## config.mk

```make
export PLATFORM = sky130hd
export DESIGN_NAME = mem_arbiter_flat
export DESIGN_NICKNAME = d
export VERILOG_FILES = /design/src/rtl/mem_arbiter_if.sv /design/src/rtl/mem_arbiter.sv /design/src/flat_wrapper.sv
export SDC_FILE = /design/constraint.sdc
export NUM_CORES = 1
export LEC_CHECK = 0
export CORE_AREA = 2 2 174 176
export CTS_BUF_LIST = sky130_fd_sc_hd__clkbuf_8 sky130_fd_sc_hd__clkbuf_16
export DETAILED_ROUTE_END_ITERATION = 16
export DIE_AREA = 0 0 176 178
export GPL_ROUTABILITY_DRIVEN = 0
export PLACE_DENSITY = 0.5
export SETUP_SLACK_MARGIN = 0.5
export SLEW_MARGIN = 10
export SYNTH_ARGS = -nofsm -noshare
export SYNTH_HDL_FRONTEND = slang
export SYNTH_SLANG_ARGS = --single-unit
```

## constraint.sdc

```tcl
create_clock -name clock -period 4.5 [get_ports clock]
set_clock_uncertainty 0.05 [all_clocks]
set_input_delay 0.9 -clock clock [delete_from_list [all_inputs] [get_ports clock]]
set_output_delay 0.9 -clock clock [all_outputs]
set_load 0.005 [all_outputs]
```

## src/rtl/mem_arbiter_if.sv

```systemverilog
// Bus bundle between the Icache/Dcache requesters, the memory, and mem_arbiter.
// The arbiter connects through the slave modport; the requester/memory side uses master.
interface mem_arbiter_if #(
    parameter int XLEN   = 32,
    parameter int DATA_W = 64
);
    // Requester side
    logic [1:0]        proc2Imem_command;
    logic [XLEN-1:0]   proc2Imem_addr;
    logic [1:0]        proc2Dmem_command;
    logic [XLEN-1:0]   proc2Dmem_addr;
    logic [DATA_W-1:0] proc2Dmem_data;

    // Memory side
    logic [3:0]        Mem2proc_response;
    logic [DATA_W-1:0] Mem2proc_data;
    logic [3:0]        Mem2proc_tag;
    logic [1:0]        proc2mem_command;
    logic [XLEN-1:0]   proc2mem_addr;
    logic [DATA_W-1:0] proc2mem_data;

    // Routed results and status
    logic [3:0]        Imem2proc_response;
    logic [3:0]        Dmem2proc_response;
    logic [3:0]        Imem2proc_tag;
    logic [3:0]        Dmem2proc_tag;
    logic [DATA_W-1:0] Imem2proc_data;
    logic [DATA_W-1:0] Dmem2proc_data;
    logic              orphan_err;
    logic [4:0]        outstanding_cnt;

    modport slave (
        input  proc2Imem_command, proc2Imem_addr,
        input  proc2Dmem_command, proc2Dmem_addr, proc2Dmem_data,
        input  Mem2proc_response, Mem2proc_data, Mem2proc_tag,
        output proc2mem_command, proc2mem_addr, proc2mem_data,
        output Imem2proc_response, Dmem2proc_response,
        output Imem2proc_tag, Dmem2proc_tag,
        output Imem2proc_data, Dmem2proc_data,
        output orphan_err, outstanding_cnt
    );

    modport master (
        output proc2Imem_command, proc2Imem_addr,
        output proc2Dmem_command, proc2Dmem_addr, proc2Dmem_data,
        output Mem2proc_response, Mem2proc_data, Mem2proc_tag,
        input  proc2mem_command, proc2mem_addr, proc2mem_data,
        input  Imem2proc_response, Dmem2proc_response,
        input  Imem2proc_tag, Dmem2proc_tag,
        input  Imem2proc_data, Dmem2proc_data,
        input  orphan_err, outstanding_cnt
    );
endinterface

```

## src/rtl/mem_arbiter.sv

```systemverilog
// Two-requester memory arbiter: Dcache-priority grant with Icache anti-starvation,
// plus a 16-entry tag ownership table that routes memory returns to the right cache.
module mem_arbiter #(
    parameter int STARVE_LIMIT = 4
) (
    input  logic          clock,
    input  logic          reset,
    mem_arbiter_if.slave  bus
);

    localparam logic [1:0] BUS_NONE  = 2'd0;
    localparam logic [1:0] BUS_LOAD  = 2'd1;
    localparam logic [1:0] BUS_STORE = 2'd2;

    localparam logic OWN_I = 1'b0;
    localparam logic OWN_D = 1'b1;

    localparam int SW_RAW = $clog2(STARVE_LIMIT + 1);
    localparam int SW     = (SW_RAW > 0) ? SW_RAW : 1;
    localparam logic [SW-1:0] LIMIT_V = SW'(STARVE_LIMIT);

    function automatic logic [SW-1:0] sat_inc(input logic [SW-1:0] v);
        return (v >= LIMIT_V) ? LIMIT_V : v + SW'(1);
    endfunction

    function automatic logic [4:0] popcount16(input logic [15:0] v);
        logic [4:0] n;
        n = '0;
        for (int i = 0; i < 16; i++) begin
            n = n + {4'd0, v[i]};
        end
        return n;
    endfunction

    logic [15:0]   valid_tbl, valid_nxt;
    logic [15:0]   owner_tbl, owner_nxt;
    logic [SW-1:0] starve_cnt, starve_nxt;
    logic          orphan_q, orphan_nxt;
    logic [4:0]    cnt_q, cnt_nxt;

    logic          i_req, d_req;
    logic          grant_i, grant_d;
    logic          alloc_en, alloc_owner;
    logic          ret_nz, ret_hit, ret_owner;
    logic          same_tag_turnover;
    logic [3:0]    resp, rtag;

    // Request decode and grant; a stray BUS_STORE on the Icache port counts as no request.
    always_comb begin
        resp    = bus.Mem2proc_response;
        rtag    = bus.Mem2proc_tag;
        i_req   = (bus.proc2Imem_command == BUS_LOAD);
        d_req   = (bus.proc2Dmem_command == BUS_LOAD) ||
                  (bus.proc2Dmem_command == BUS_STORE);
        grant_i = i_req && (!d_req || (starve_cnt >= LIMIT_V));
        grant_d = d_req && !grant_i;
    end

    // Return lookup against the table as it stands this cycle.
    always_comb begin
        ret_nz    = (rtag != 4'd0);
        ret_hit   = ret_nz && valid_tbl[rtag];
        ret_owner = owner_tbl[rtag];
    end

    // Stores are never tracked: only a granted load with a real tag allocates.
    always_comb begin
        alloc_en    = (resp != 4'd0) &&
                      (grant_i || (grant_d && (bus.proc2Dmem_command == BUS_LOAD)));
        alloc_owner = grant_d ? OWN_D : OWN_I;
        same_tag_turnover = ret_hit && (rtag == resp);
    end

    // Memory-facing command mux.
    always_comb begin
        bus.proc2mem_command = BUS_NONE;
        bus.proc2mem_addr    = '0;
        bus.proc2mem_data    = '0;
        if (grant_i) begin
            bus.proc2mem_command = BUS_LOAD;
            bus.proc2mem_addr    = bus.proc2Imem_addr;
        end else if (grant_d) begin
            bus.proc2mem_command = bus.proc2Dmem_command;
            bus.proc2mem_addr    = bus.proc2Dmem_addr;
            if (bus.proc2Dmem_command == BUS_STORE) begin
                bus.proc2mem_data = bus.proc2Dmem_data;
            end
        end
    end

    // Requester-facing routing of acceptance tags, return tags and data.
    always_comb begin
        bus.Imem2proc_response = grant_i ? resp : 4'd0;
        bus.Dmem2proc_response = grant_d ? resp : 4'd0;
        bus.Imem2proc_tag      = (ret_hit && (ret_owner == OWN_I)) ? rtag : 4'd0;
        bus.Dmem2proc_tag      = (ret_hit && (ret_owner == OWN_D)) ? rtag : 4'd0;
        bus.Imem2proc_data     = bus.Mem2proc_data;
        bus.Dmem2proc_data     = bus.Mem2proc_data;
    end

    // Next table state: clear on return first so a same-cycle allocate of that tag wins.
    always_comb begin
        valid_nxt = valid_tbl;
        owner_nxt = owner_tbl;
        if (ret_nz) begin
            valid_nxt[rtag] = 1'b0;
        end
        if (alloc_en) begin
            valid_nxt[resp] = 1'b1;
            owner_nxt[resp] = alloc_owner;
        end
        cnt_nxt = popcount16(valid_nxt);
    end

    // Orphan detection: unknown return, or overwriting a live entry that is not turning over.
    always_comb begin
        orphan_nxt = orphan_q;
        if (ret_nz && !valid_tbl[rtag]) begin
            orphan_nxt = 1'b1;
        end
        if (alloc_en && valid_tbl[resp] && !same_tag_turnover) begin
            orphan_nxt = 1'b1;
        end
    end

    always_comb begin
        starve_nxt = (i_req && !grant_i) ? sat_inc(starve_cnt) : '0;
    end

    // State registers.
    always_ff @(posedge clock or negedge reset) begin
        if (!reset) begin
            valid_tbl  <= '0;
            owner_tbl  <= '0;
            starve_cnt <= '0;
            orphan_q   <= 1'b0;
            cnt_q      <= '0;
        end else begin
            valid_tbl  <= valid_nxt;
            owner_tbl  <= owner_nxt;
            starve_cnt <= starve_nxt;
            orphan_q   <= orphan_nxt;
            cnt_q      <= cnt_nxt;
        end
    end

    assign bus.orphan_err      = orphan_q;
    assign bus.outstanding_cnt = cnt_q;

    a_one_grant: assert property (@(posedge clock) disable iff (!reset)
        !(grant_i && grant_d));
    a_tag0_free: assert property (@(posedge clock) disable iff (!reset)
        !valid_tbl[0]);

endmodule

```

## src/flat_wrapper.sv

```systemverilog
// flat-port wrapper written by rule: the top's interface ports become plain ports
module mem_arbiter_flat 
#(
    parameter int STARVE_LIMIT = 4
)
  (clock, reset, bus_proc2Imem_command, bus_proc2Imem_addr, bus_proc2Dmem_command, bus_proc2Dmem_addr, bus_proc2Dmem_data, bus_Mem2proc_response, bus_Mem2proc_data, bus_Mem2proc_tag, bus_proc2mem_command, bus_proc2mem_addr, bus_proc2mem_data, bus_Imem2proc_response, bus_Dmem2proc_response, bus_Imem2proc_tag, bus_Dmem2proc_tag, bus_Imem2proc_data, bus_Dmem2proc_data, bus_orphan_err, bus_outstanding_cnt);
  mem_arbiter_if #(.XLEN((32)), .DATA_W(64)) bus_i ();
  input  logic clock;
  input  logic reset;
  input wire logic [$bits(bus_i.proc2Imem_command)-1:0] bus_proc2Imem_command;
  input wire logic [$bits(bus_i.proc2Imem_addr)-1:0] bus_proc2Imem_addr;
  input wire logic [$bits(bus_i.proc2Dmem_command)-1:0] bus_proc2Dmem_command;
  input wire logic [$bits(bus_i.proc2Dmem_addr)-1:0] bus_proc2Dmem_addr;
  input wire logic [$bits(bus_i.proc2Dmem_data)-1:0] bus_proc2Dmem_data;
  input wire logic [$bits(bus_i.Mem2proc_response)-1:0] bus_Mem2proc_response;
  input wire logic [$bits(bus_i.Mem2proc_data)-1:0] bus_Mem2proc_data;
  input wire logic [$bits(bus_i.Mem2proc_tag)-1:0] bus_Mem2proc_tag;
  output wire logic [$bits(bus_i.proc2mem_command)-1:0] bus_proc2mem_command;
  output wire logic [$bits(bus_i.proc2mem_addr)-1:0] bus_proc2mem_addr;
  output wire logic [$bits(bus_i.proc2mem_data)-1:0] bus_proc2mem_data;
  output wire logic [$bits(bus_i.Imem2proc_response)-1:0] bus_Imem2proc_response;
  output wire logic [$bits(bus_i.Dmem2proc_response)-1:0] bus_Dmem2proc_response;
  output wire logic [$bits(bus_i.Imem2proc_tag)-1:0] bus_Imem2proc_tag;
  output wire logic [$bits(bus_i.Dmem2proc_tag)-1:0] bus_Dmem2proc_tag;
  output wire logic [$bits(bus_i.Imem2proc_data)-1:0] bus_Imem2proc_data;
  output wire logic [$bits(bus_i.Dmem2proc_data)-1:0] bus_Dmem2proc_data;
  output wire logic [$bits(bus_i.orphan_err)-1:0] bus_orphan_err;
  output wire logic [$bits(bus_i.outstanding_cnt)-1:0] bus_outstanding_cnt;
  assign bus_i.proc2Imem_command = bus_proc2Imem_command;
  assign bus_i.proc2Imem_addr = bus_proc2Imem_addr;
  assign bus_i.proc2Dmem_command = bus_proc2Dmem_command;
  assign bus_i.proc2Dmem_addr = bus_proc2Dmem_addr;
  assign bus_i.proc2Dmem_data = bus_proc2Dmem_data;
  assign bus_i.Mem2proc_response = bus_Mem2proc_response;
  assign bus_i.Mem2proc_data = bus_Mem2proc_data;
  assign bus_i.Mem2proc_tag = bus_Mem2proc_tag;
  assign bus_proc2mem_command = bus_i.proc2mem_command;
  assign bus_proc2mem_addr = bus_i.proc2mem_addr;
  assign bus_proc2mem_data = bus_i.proc2mem_data;
  assign bus_Imem2proc_response = bus_i.Imem2proc_response;
  assign bus_Dmem2proc_response = bus_i.Dmem2proc_response;
  assign bus_Imem2proc_tag = bus_i.Imem2proc_tag;
  assign bus_Dmem2proc_tag = bus_i.Dmem2proc_tag;
  assign bus_Imem2proc_data = bus_i.Imem2proc_data;
  assign bus_Dmem2proc_data = bus_i.Dmem2proc_data;
  assign bus_orphan_err = bus_i.orphan_err;
  assign bus_outstanding_cnt = bus_i.outstanding_cnt;
  mem_arbiter #(.STARVE_LIMIT(STARVE_LIMIT)) u_core (.clock(clock), .reset(reset), .bus(bus_i));
endmodule
```

* Word-level counts from Yosys, hierarchy flattened
Index checks and enable logic that the tools add are counted.
** Word-level totals
- Bits in registers :: 41
- Bits of input ports :: 206
- Output and inout port bits :: 248
- Logic and storage cells :: 87
** Operators by class
- Add/sub/neg operators :: 16
- $lt $le $gt $ge :: 5
- Equal/unequal tests :: 4
- Multiplexer cells :: 29
- Bitwise logic cells :: 4
- Reduce and logical (&&, ||, !) cells :: 24
** Operator list (count)
- $mux 64 :: 3
- $add 5x1->5 :: 14
- $mux 32 :: 2
- $mux 16 :: 2
- $and 16x16->16 :: 1
- $bwmux 16 :: 1
- $mux 4 :: 4
- $not 16->16 :: 1
- $or 16x16->16 :: 1
- $logic_and 1x1->1 :: 14
- $bmux 1 s4 :: 3
- $lt 4x5->1 const B :: 2
- $demux 1 s4 :: 2
- $ge 4x1->1 const B :: 2
- $mux 1 :: 8
- $reduce_bool 4->1 :: 2
- $mux 3 :: 2
- $eq 2x1->1 const B :: 2
- $eq 4x4->1 :: 1
- $logic_not 1->1 :: 4
- $mux 2 :: 2
- $add 3x1->3 const B :: 1
- $ge 3x3->1 const B :: 1
- $logic_or 1x1->1 :: 3
- 4 further kinds :: 4

* Logic depth before layout (Yosys ltp)
- Depth in word-level cells :: 26
- Gate-level depth with buffers :: 20

* Least setup slack after synthesis
OpenSTA, ideal clock, no wires.
- Kind :: input port to flip-flop
- From :: input port bus_proc2Dmem_command[0]
- To :: register u_core.cnt_q[4], in the netlist u_core.bus.outstanding_cnt[4]
- Library setup time :: 0.119 ns
- Arrival time :: 5.416 ns
- Data required time :: 4.331 ns
- Slack :: -1.086 ns
- Stages on the path :: 18
- Buffers on the path :: 0
- Path through :: inv_1 > ha_1 > nor2_2 > o2bb2ai_2 > nand3b_1 > or3_1 > nand2_1 > ha_1 > fa_1 > inv_1 > fa_1 > inv_1 > fa_1 > fa_1 > fa_1 > fa_1 > a21oi_1 > nor2b_1
** Between the ends
- Cells in the longest elaborated chain, start to end :: 26
- Elaborated cells between the ends (all ways) :: 27
- Classes of those cells :: 15 x add/sub; 2 x eq/ne; 1 x mux; 9 x reduce/logical
** Ends and longest elaborated chain
- from (decl) :: line flat_wrapper.sv:12 : input wire logic [$bits(bus_i.proc2Dmem_command)-1:0] bus_proc2Dmem_command;
- $eq 2x1->1 or $eq 2x2->1 (tied branches) :: line mem_arbiter.sv:53, mem_arbiter.sv:69, mem_arbiter.sv:54
- $logic_or 1x1->1 :: line mem_arbiter.sv:53 : d_req = (bus.proc2Dmem_command == BUS_LOAD) ||
- $logic_not 1->1 :: line mem_arbiter.sv:55 : grant_i = i_req && (!d_req || (starve_cnt >= LIMIT_V));
- $logic_or 1x1->1 :: line mem_arbiter.sv:55
- $logic_and 1x1->1 :: line mem_arbiter.sv:55
- $logic_not 1->1 :: line mem_arbiter.sv:56 : grant_d = d_req && !grant_i;
- $logic_and 1x1->1 :: line mem_arbiter.sv:56
- $logic_and 1x1->1 :: line mem_arbiter.sv:69 : (grant_i || (grant_d && (bus.proc2Dmem_command == BUS_LOAD)));
- $logic_or 1x1->1 (*) :: line mem_arbiter.sv:69
- $logic_and 1x1->1 (*) :: line mem_arbiter.sv:68 : alloc_en = (resp != 4'd0) &&
- $mux 16 (*) :: line mem_arbiter.sv:108 : if (alloc_en) begin
- via u_core.valid_nxt[1] :: line mem_arbiter.sv:35 : logic [15:0] valid_tbl, valid_nxt;
- $add 1x1->2 (*) :: line mem_arbiter.sv:30 : n = n + {4'd0, v[i]};
- $add 5x1->5 (*) (14 in series) :: line mem_arbiter.sv:30
- via u_core.cnt_nxt[4] :: line mem_arbiter.sv:39 : logic [4:0] cnt_q, cnt_nxt;
- to (signal assigned) :: line mem_arbiter.sv:143 : cnt_q <= cnt_nxt;
- to (decl) :: line mem_arbiter.sv:39
Mark *: on every way through the listed nets, which the timed path passes. The rest lies on a longest branch.
A chain may end at the register's enable or synchronous reset.

* Worst setup path in the final report
Ends and elaborated chain as after synthesis.

==> impl_metrics.py <==
metrics = {
    "power_and_ir_drop": {
        "peakVddDrop_mv": 0.1667,
        "power.switching_mw": 0.6186,
        "p_int_mw": 1.267,
        "power_per_cell_area_nw_per_um2": 260.9,
        "share_seq_of_total_power_pct": 25.9,
        "sw_frac_of_total_pct": 32.80,
        "total_power_mw": 1.886,
        "clockPowerShare_pct": 22.5,
        "leakagePower_nw": 3.167,
        "power.share.combinational_pct": 51.6,
    },
    "detailed_routing": {
        "drt-initial-drc-count": 283,
        "drtPass1Iterations": 4,
        "antenna_violating_nets_post_route": 0,
        "vias": 4395,
        "routedWlPerCell_um": 27.03,
        "detail_route.wirelength_mm": 29.09,
        "route.detailed.drc": 0,
        "vias_per_cell": 4.085,
    },
    "timing": {
        "finalSetupViolations": 5,
        "fin_ws_ns": -0.8524,
        "timing.fmax_mhz": 186.8,
        "final_period_minus_worst_setup_slack_ns": 5.352,
        "final-hold-violation-count": 0,
        "finalCritPeriodShare_pct": 118.9,
        "fin_worst_hold_slack_ns": 0.3279,
        "rsz_0062_raised_after_global_routing": "yes",
        "timing.slew.headroom_pct": 35.43,
        "max_slew.worst_pin.slew_ns": 0.9686,
        "final-max-slew-violation-count": 0,
    },
    "floorplan": {
        "floorplan.io_pins": 454,
        "floorplan.core_area_sq_um": 29400,
        "die-width_um": 176,
        "dieHeight_um": 178,
        "std_cell_rows": 63,
        "die-area_sq_um": 31330,
        "initial_utilization_pct": 14.83,
    },
    "placement": {
        "buffer_ports.inserted": 261,
        "preCtsSetupSlack_ns": -1.700,
        "place_hpwl_mm": 24.79,
    },
    "global_routing": {
        "initial_antenna_violation_count": 44,
        "grt_pass1_wl_mm": 37.23,
        "grt_usage_pct": 17.66,
        "globalRouteOverflowTotal": 0,
        "first_global_vias": 4461,
        "grt_max_degree": 82,
    },
    "critical_path": {
        "timing.critical_path.required_ns": 4.63,
        "endpoint_kind": "flip-flop",
        "crit_arrival_ns": 5.48,
        "startpoint_type": "primary input",
        "setup.reg_to_reg.worst_slack_ns": -0.14,
        "worstPathMaxFanout": 3,
        "worst-setup-path-type": "in2reg",
    },
    "yosys": {
        "synth_area_sq_um": 4359,
        "synth_fp_nets": 718,
        "postSynth.asyncResetShare_pct": 100.0,
        "synth_edf_count": 0,
        "count_of_yosys_warnings_during_synthesis": 0,
        "synthCells": 493,
        "ys_seq_elements": 41,
        "synthDistinctLibCells": 47,
        "yosys_most_used_dff": "dfrtp_1",
        "yosysSeqAreaShare_pct": 23.54,
        "syn_area_per_cell_sq_um": 8.842,
    },
    "clocking": {
        "tritoncts.num_buffers": 5,
        "clock-sinks": 41,
        "htree_levels": 2,
        "cts_buffer_depth": 2,
        "worstSkewPairLatency_ns": 0.29,
        "hold_buffers": 0,
        "clock_tree.root_cell": "clkbuf_16",
        "clkSlewWorstSetupHoldPaths_ns": 0.06,
        "tritoncts_clock_tree": "yes",
    },
    "run_status": {
        "failing_checks": "negative setup slack",
        "run_status": "finished with violations",
    },
    "job": {
        "drv_cap": 0,
    },
    "final_layout": {
        "register_area_sq_um": 1026,
        "layout-area-overhead-vs-synth_pct": 65.82,
        "final_nets": 896,
        "fraction_of_layout_cells_with_a_size_suffix_above_1_pct": 19.20,
        "nFillCells": 3168,
        "area_occupied_by_multi_input_gates_sq_um": 2270,
    },
    "worst_hold_path": {
        "min-delay-path-class": "reg2reg",
    },
}
==> sequential cells by signal, summed over array words and instances, names as in the netlist <==
name / flops
u_core.bus.orphan_err: 1
u_core.valid_tbl: 16
u_core.owner_tbl: 16
u_core.bus.outstanding_cnt: 5
u_core.starve_cnt: 3
==> Yosys cell counts (all sizes together) (2+ instances only) <==
cell	instances	area (sq um)
buf	138	1007
and3	67	419.2
dfrtp	41	1026
a22o	32	280.3
clkbuf	25	93.84
o21ai	21	105.1
mux2	17	195.2
nor2	17	73.82
inv	16	60.06
nand2	15	56.30
and2	14	87.58
fa	10	200.2
a21oi	9	48.80
ha	9	112.6
mux4	8	180.2
nand2b	7	51.30
mux2i	4	40.04
nand3	4	20.02
nand3b	4	30.03
nor2b	4	25.02
xor2	4	35.03
a21o	3	22.52
nor4	3	18.77
or3	3	18.77
nand4	2	12.51
nor3	2	10.01
o2bb2ai	2	23.77
o31ai	2	15.01
==> path summary, 6_finish.rpt <==
path,depth (start not counted),from,to
hold / removal,0,u_core.owner_tbl[0],u_core.owner_tbl[0]
max in group asynchronous,1,reset,u_core.starve_cnt[2]
setup reg to reg,16,u_core.starve_cnt[2],u_core.bus.outstanding_cnt[4]
hold reg to reg,0,u_core.owner_tbl[0],u_core.owner_tbl[0]
min in group asynchronous,1,reset,u_core.bus.outstanding_cnt[4]
setup / recovery,20,bus_proc2Dmem_command[0],u_core.bus.outstanding_cnt[4]
==> timing repair <==
| item | CTS | global route |
|---|---|---|
| setup endpoints to repair | 117 | 5 |
| gates resized for setup | 29 | 8 |
| buffers inserted | 16 | 2 |
| endpoints found under the hold margin | 0 | 0 |
| pin swaps | 17 | 10 |
==> power by group through the flow <==
| stage | registers [mW] | logic (mW) | clock network, mW |
|---|---|---|---|
| 4_1_cts | 0.488 | 0.981 | 0.433 |
| 2_1_floorplan | 0.482 | 0.540 | 0 |
| 3_3_place_gp | 0.495 | 0.944 | 0 |
| 6_report | 0.489 | 0.972 | 0.425 |
| 3_5_place_dp | 0.495 | 0.953 | 0 |
| 5_1_grt | 0.496 | 1.07 | 0.442 |
==> per-layer routing <==
layer | GRT usage [%] | share of wire [%] | vias up
li1 | - | - | 1946
met1 | 24.46 | 43 | 2080
met2 | 21.56 | 36 | 273
met3 | 11.68 | 18 | 84
met4 | 5.062 | 2.7 | 12
met5 | 0 | 0.24 | -
==> critical path: stages <==
cell and delay [ns]:
buf_6 0.07, buf_6 0.12, inv_12 0.03, ha_4 0.27, nor2_4 0.05, o2bb2ai_4 0.20, nand3b_1 0.13, or3_4 0.42
nand2_4 0.08, ha_4 0.20, fa_1 0.51, inv_1 0.05, fa_1 0.49, inv_2 0.04, fa_1 0.47, fa_1 0.50
fa_2 0.37, fa_2 0.39, a21oi_2 0.12, nor2b_1 0.05
==> logic make-up after synthesis <==
family	share of synthesized area [%]
and+or+nand+nor	19.49
DFF	23.54
AOI/OAI and AO/OA	12.63
buffers and inverters	26.64
adders and majority gates	7.176
muxes	9.529
xor gates and xnor gates	1.005
==> through the flow <==
stage          cell area, sq um  utilization, %  TNS (ns)  instances
5_1_grt                    7193           24.46    -4.254       1062
6_report                   7228           24.58    -3.629       1076
3_5_place_dp               6838           23.26    -7.795       1036
4_1_cts                    7141           24.29    -3.914       1060
3_3_place_gp               6838           23.26    -7.458       1036
2_1_floorplan              4410               -    -3.975        493
==> cell usage in the layout (no fill, tap or decap), types with 5 or more instances in the layout <==
cell type	count
mux4_2	8
a21oi_1	7
clkdlybuf4s50_1	247
mux2_2	13
dlygate4sd2_1	10
diode_2	14
nand2_1	14
fa_1	7
ha_1	7
a22o_1	32
inv_1	14
nor2_1	15
dfrtp_1	41
buf_4	69
and3_1	67
and2_1	14
o21ai_0	20
clkbuf_16	5
nand2b_1	5
==> final cells by class <==
class / count / share of cell area [%]
clock inverters: 2 / 0.4674
well taps: 390 / 6.751
multi-input cells: 273 / 31.40
flip-flops and latches: 41 / 14.19
diodes: 14 / 0.4847
inverters: 16 / 1.004
clock buffers: 6 / 1.921
repair buffers: 334 / 43.78
(Power assumes the default switching activity.)
